### config.mk
export PLATFORM = sky130hd
export DESIGN_NAME = b_demux2_tdm
export DESIGN_NICKNAME = d
export VERILOG_FILES = /design/src/rtl/b_demux2_tdm.sv
export SDC_FILE = /design/constraint.sdc
export NUM_CORES = 1
export LEC_CHECK = 0
export CAP_MARGIN = 15
export CORE_ASPECT_RATIO = 1.4
export CORE_MARGIN = 4
export CORE_UTILIZATION = 46
export CTS_CLUSTER_DIAMETER = 60
export CTS_CLUSTER_SIZE = 28
export DETAILED_ROUTE_END_ITERATION = 6
export PLACE_DENSITY_LB_ADDON = 0.05
export SLEW_MARGIN = 10
export SYNTH_ARGS = -nofsm -noshare
export SYNTH_HDL_FRONTEND = slang
export SYNTH_SLANG_ARGS = --single-unit
### constraint.sdc
create_clock -name clk -period 1.65 [get_ports clk]
set_input_delay 0.4125 -clock clk [delete_from_list [all_inputs] [get_ports clk]]
set_output_delay 0.4125 -clock clk [all_outputs]
set_load 0.01 [all_outputs]
### src/rtl/b_demux2_tdm.sv
// Two-channel TDM demultiplexer: rebuilds ch0/ch1 from an interleaved stream with sync tracking.
// Optional sync-violation counter enabled by defining B_DEMUX2_TDM_ERRCNT_EN.
module b_demux2_tdm #(
    parameter int unsigned W = 8
) (
    input  logic         clk,
    input  logic         rst,
    input  logic [W-1:0] d,
    input  logic         dv,
    input  logic         sync,
    output logic [W-1:0] y0,
    output logic [W-1:0] y1,
    output logic         yv,
    output logic         locked,
    output logic         err,
    output logic [7:0]   fcnt,
    output logic [7:0]   ecnt
);

    localparam int unsigned CNT_W = 8;

    typedef enum logic [1:0] {
        HUNT  = 2'd0,
        WAIT1 = 2'd1,
        WAIT0 = 2'd2
    } state_t;

    state_t             r_state;
    state_t             w_state_nxt;
    logic [W-1:0]       r_h;
    logic [W-1:0]       w_h_nxt;
    logic [W-1:0]       r_y0;
    logic [W-1:0]       w_y0_nxt;
    logic [W-1:0]       r_y1;
    logic [W-1:0]       w_y1_nxt;
    logic               r_yv;
    logic               w_yv_nxt;
    logic               r_locked;
    logic               w_locked_nxt;
    logic               r_err;
    logic               w_err_nxt;
    logic [CNT_W-1:0]   r_fcnt;
    logic [CNT_W-1:0]   w_fcnt_nxt;

    // State and output registers
    always_ff @(posedge clk or posedge rst) begin
        if (rst) begin
            r_state  <= HUNT;
            r_h      <= '0;
            r_y0     <= '0;
            r_y1     <= '0;
            r_yv     <= 1'b0;
            r_locked <= 1'b0;
            r_err    <= 1'b0;
            r_fcnt   <= '0;
        end else begin
            r_state  <= w_state_nxt;
            r_h      <= w_h_nxt;
            r_y0     <= w_y0_nxt;
            r_y1     <= w_y1_nxt;
            r_yv     <= w_yv_nxt;
            r_locked <= w_locked_nxt;
            r_err    <= w_err_nxt;
            r_fcnt   <= w_fcnt_nxt;
        end
    end

    // Frame alignment: only accepted words (dv=1) advance the machine
    always_comb begin
        w_state_nxt  = r_state;
        w_h_nxt      = r_h;
        w_y0_nxt     = r_y0;
        w_y1_nxt     = r_y1;
        w_yv_nxt     = 1'b0;
        w_locked_nxt = r_locked;
        w_err_nxt    = 1'b0;
        w_fcnt_nxt   = r_fcnt;
        if (dv) begin
            case (r_state)
                HUNT: begin
                    if (sync) begin
                        w_h_nxt     = d;
                        w_state_nxt = WAIT1;
                    end
                end
                WAIT1: begin
                    if (sync) begin
                        // Repeated sync restarts the frame on the newer ch0 word
                        w_err_nxt = 1'b1;
                        w_h_nxt   = d;
                    end else begin
                        w_y0_nxt     = r_h;
                        w_y1_nxt     = d;
                        w_yv_nxt     = 1'b1;
                        w_fcnt_nxt   = r_fcnt + CNT_W'(1);
                        w_locked_nxt = 1'b1;
                        w_state_nxt  = WAIT0;
                    end
                end
                WAIT0: begin
                    if (sync) begin
                        w_h_nxt     = d;
                        w_state_nxt = WAIT1;
                    end else begin
                        w_err_nxt    = 1'b1;
                        w_locked_nxt = 1'b0;
                        w_state_nxt  = HUNT;
                    end
                end
                default: begin
                    w_state_nxt = HUNT;
                end
            endcase
        end
    end

`ifdef B_DEMUX2_TDM_ERRCNT_EN
    logic [CNT_W-1:0] r_ecnt;

    // Saturating violation counter
    always_ff @(posedge clk or posedge rst) begin
        if (rst) begin
            r_ecnt <= '0;
        end else if (w_err_nxt && (r_ecnt != {CNT_W{1'b1}})) begin
            r_ecnt <= r_ecnt + CNT_W'(1);
        end
    end

    assign ecnt = r_ecnt;
`else
    assign ecnt = '0;
`endif

    assign y0     = r_y0;
    assign y1     = r_y1;
    assign yv     = r_yv;
    assign locked = r_locked;
    assign err    = r_err;
    assign fcnt   = r_fcnt;

endmodule

Word level (Yosys, flattened, before mapping). Index checks and enable logic that the tools add are counted.

Add/sub/neg operators: 1. Equal/unequal tests: 5. Muxes and demuxes: 13. Bitwise gates (word level): 1. Reductions and logical operators: 7.

Operator list (count): $reduce_and A3 Y1 (3); $add A8 B1 Y8 const B (1); $mux W1 (8); $ne A2 B2 Y1 const B (3); $pmux W2 S3 (1); $mux W2 (2); $pmux W1 S2 (2); $reduce_and A4 Y1 (1); $reduce_or A3 Y1 (1); $eq A2 B1 Y1 const B (1); $eq A2 B2 Y1 const B (1); $logic_not A2 Y1 (1); $reduce_bool A2 Y1 (1); $not A1 Y1 (1).

Register bits after elaboration: 37. Input bits: 12. Output and inout bits: 35. Logic and storage cells: 35.

Longest topological paths before layout.
Depth after elaboration: 3. Gate-level depth with buffers: 6. Gate-level depth less buffers: 4.

Worst setup path before layout. No wires, ideal clock.

Path kind: input port to flip-flop. Start: input port sync. End: register r_fcnt[4], in the netlist fcnt[4]. Setup time: 125 ps. Data arrival time: 1138 ps. Data required time: 1525 ps. Slack: 387 ps. Stages on the path: 6. Path buffers: 2. Cell sequence: nand4bb_1 -> buf_2 -> inv_2 -> buf_6 -> nand4_1 -> xnor2_1.

Word-level cells in the longest chain between the ends: 2.

Ends and longest elaborated chain: start: declaration (RTL line 10) `input logic sync,`; $not A1 Y1 (no source line); $reduce_and A3 Y1 (no source line); end signal: assignment (RTL line 64) `r_fcnt <= w_fcnt_nxt;`; end: declaration (RTL line 42) `logic [CNT_W-1:0] r_fcnt;`.

Every way passes these cells. A chain may end at the register's enable or synchronous reset.

Final worst setup path.
Start: register r_y1[0], in the netlist y1[0]. End: output port y1[0].

RTL lines: start: declaration (RTL line 34) `logic [W-1:0] r_y1;`; start signal: assignment (RTL line 60) `r_y1 <= w_y1_nxt;`; end: declaration (RTL line 12) `output logic [W-1:0] y1,`.

No word-level cell between the ends.

==> reports/metrics.cfg <==
[power]
swShare_pct = 26.6
clockPowerShare_pct = 31.2
leakagePower_nw = 1.26
ir_worst_vdd_uv = 969
seqPwrFrac_pct = 42.3
total_power_mw = 2.92
power_density_nw_per_um2 = 1340
combPwrFrac_pct = 26.5
p_sw_uw = 776
internal_power_mw = 2.14

[floorplanning]
die_y_um = 76.3
design.core.area_um2 = 3150
die_x_um = 56.8
rows = 24
start_util_pct = 48.7
die-area_um2 = 4340
ios = 47

[detailed_routing]
viasPerCell = 4.85
wl_mm = 3.17
wl_per_cell_um = 13.5
antenna_left = 0
vias = 1139
dr.pass1.iters = 4
drt_iter0_markers = 11
drcViolationCount = 0

[setup_path]
path_class = reg -> out
crit_buf_inv = 1
critPathLaunchType = flop
cpLargestDelayFamily = buffers and inverters
endpoint_kind = output pin
crit_path_top_delay_cell = clkdlybuf4s50_1
cp_slowest_stage_delay_ns = 0.54
cp_max_fo = 2
crit_required_ns = 1.24
crit_chain = clkdlybuf4s50_1
arrival_ns = 1.19

[sta]
rsz0062_at_grt = no
period_share_pct = 97.2
hold_viol_final = 0
max_freq_mhz = 624
period_needed_ns = 1.60
tightest_slew_ns = 0.544
fin_skew_ns = 0.00298
finalSetupViolCount = 0
relSlewSlack_pct = 63.6
hold_slack_ns = 0.465
drv_slew = 0

[global_routing]
grt_pass1_wl_mm = 5.43
grt_max_degree = 38
gr-total-overflow = 0
track_usage_pct = 16.7
grt_pass1_vias = 1225
antenna_found_initial = 0

[finish]
layout_common_cells = nand2_1, dfrtp_1, clkdlybuf4s50_1, dlymetal6s2s_1, buf_4
antenna_cells = 0
syn_to_final_growth_pct = 41.9
final_common_cell = nand2_1
nNetsFinal = 208
layout-drive-gt1-share_pct = 15.8

[clock_network]
clock_sinks = 37
clkTransAtPathRegs_ns = 0.07
cts_buffers = 5
clock_path_buffers = 2
cts_root_buf = clkbuf_8
cts_tree = built
insertion_delay_ns = 0.29
cts-hold-fix-buffers = 0
htreeDepth = 2

[yosys]
ys_types = 24
synth.cell_area_um2 = 1530
synth_xor_area_share_pct = 4.00
synth_top_family_by_area = simple AND/OR/NAND/NOR gates
synthAdderAreaFrac_pct = 0.816
syn_inst = 144
yosysSeqAreaShare_pct = 60.4
synth_top_area_share_pct = 60.4
synthSimpleGateAreaFrac_pct = 18.7
muxShareOfSynthArea_pct = 5.87
yosys_warnings = 0
synth_compound_gate_area_share_pct = 2.69
yosys_register_bits = 37
synth_area_per_cell_um2 = 10.7
synth_area_leader_cell = dfrtp_1
synth_area_leaders = dfrtp_1, nand2_1, mux2_2

[placed_design]
portBuffers = 38
routabilityCongestion = 0.832
dp_hpwl_mm = 2.33

[run_status]
status = finished clean

[flow_run]
cap_violations = 0

[hold_path]
hold_path_class = in -> async

==> what timing repair did <==
action	4_1_cts	5_1_grt
buffers inserted	3	1
gates resized for setup	2	14
endpoints found under the setup margin	5	15
==> final timing paths <==
| kind | from | to | slack (ns) | cells past startpoint |
|---|---|---|---|---|
| worst max register to register | r_state[0] | r_h[7] | 0.15 | 3 |
| min in group clk | fcnt[7] | fcnt[7] | 0.47 | 1 |
| worst min-delay path | rst | locked | 0.47 | 3 |
| worst max-delay path | y1[0] | y1[0] | 0.05 | 1 |
| max in group asynchronous | rst | y0[4] | 0.99 | 3 |
| worst min register to register | fcnt[7] | fcnt[7] | 0.47 | 1 |
==> cell usage after synthesis, drive strengths merged <==
master   count
inv          5
a21boi       1
mux2         8
buf         13
nand4        1
xor2         4
a21oi        1
nand3b       1
nand3        4
ha           1
xnor2        3
conb         1
nor3         2
nor4         1
a31oi        1
o211ai       1
o21ai        2
nor2         2
dfrtp       37
nand4bb      1
nand2       54
==> power by group through the flow <==
| stage | registers, mW | clock network (mW) | logic (mW) |
|---|---|---|---|
| 3_3_place_gp | 1.27 | 0 | 0.749 |
| 2_1_floorplan | 1.33 | 0 | 0.257 |
| 6_report | 1.23 | 0.912 | 0.773 |
| 4_1_cts | 1.24 | 0.940 | 0.813 |
| 5_1_grt | 1.26 | 0.993 | 0.852 |
| 3_5_place_dp | 1.28 | 0 | 0.765 |
==> kinds of logic (layout without fill, tap and decap cells) <==
logic type	count (synthesis)	after routing
AND/OR/NAND/NOR	66	66
flip-flops	37	37
buffers and inverters	18	63
multiplexers	8	8
XOR/XNOR	7	7
AO/OA/AOI/OAI	6	6
adder cells (fa/ha/maj)	1	1
other	1	8
==> registers in the layout, summed over array words and instances, names as in the netlist <==
name and count:
fcnt 8, r_h 8, y0 8, y1 8, r_state 2, err 1
locked 1, yv 1
==> per-layer routing <==
metal,share of wire [%],GRT usage [%]
met5,0,0
met4,2.2,9.05
met3,7.0,7.46
met2,54,28.9
met1,37,16.1
==> area by class of cell <==
cell class	count	area, µm²
inverter	5	18.8
sequential	37	926
clock buffer	5	68.8
tap	39	48.8
timing repair buffer	50	528
fill	246	976
clock inverter	3	65.1
multi-input combinational	96	522
==> through the flow <==
stage	cell area, µm²	TNS, ns	setup slack (ns)	instances	util (%)
6_report	2180	0	0.0467	235	69.0
2_1_floorplan	1560	0	0.387	151	-
3_5_place_dp	1980	-1.09	-0.115	223	62.8
5_1_grt	2180	0	0.000204	235	69.0
4_1_cts	2130	0	0.00385	234	67.7
3_3_place_gp	1980	-0.798	-0.0865	223	62.8
(Power assumes the default switching activity.)
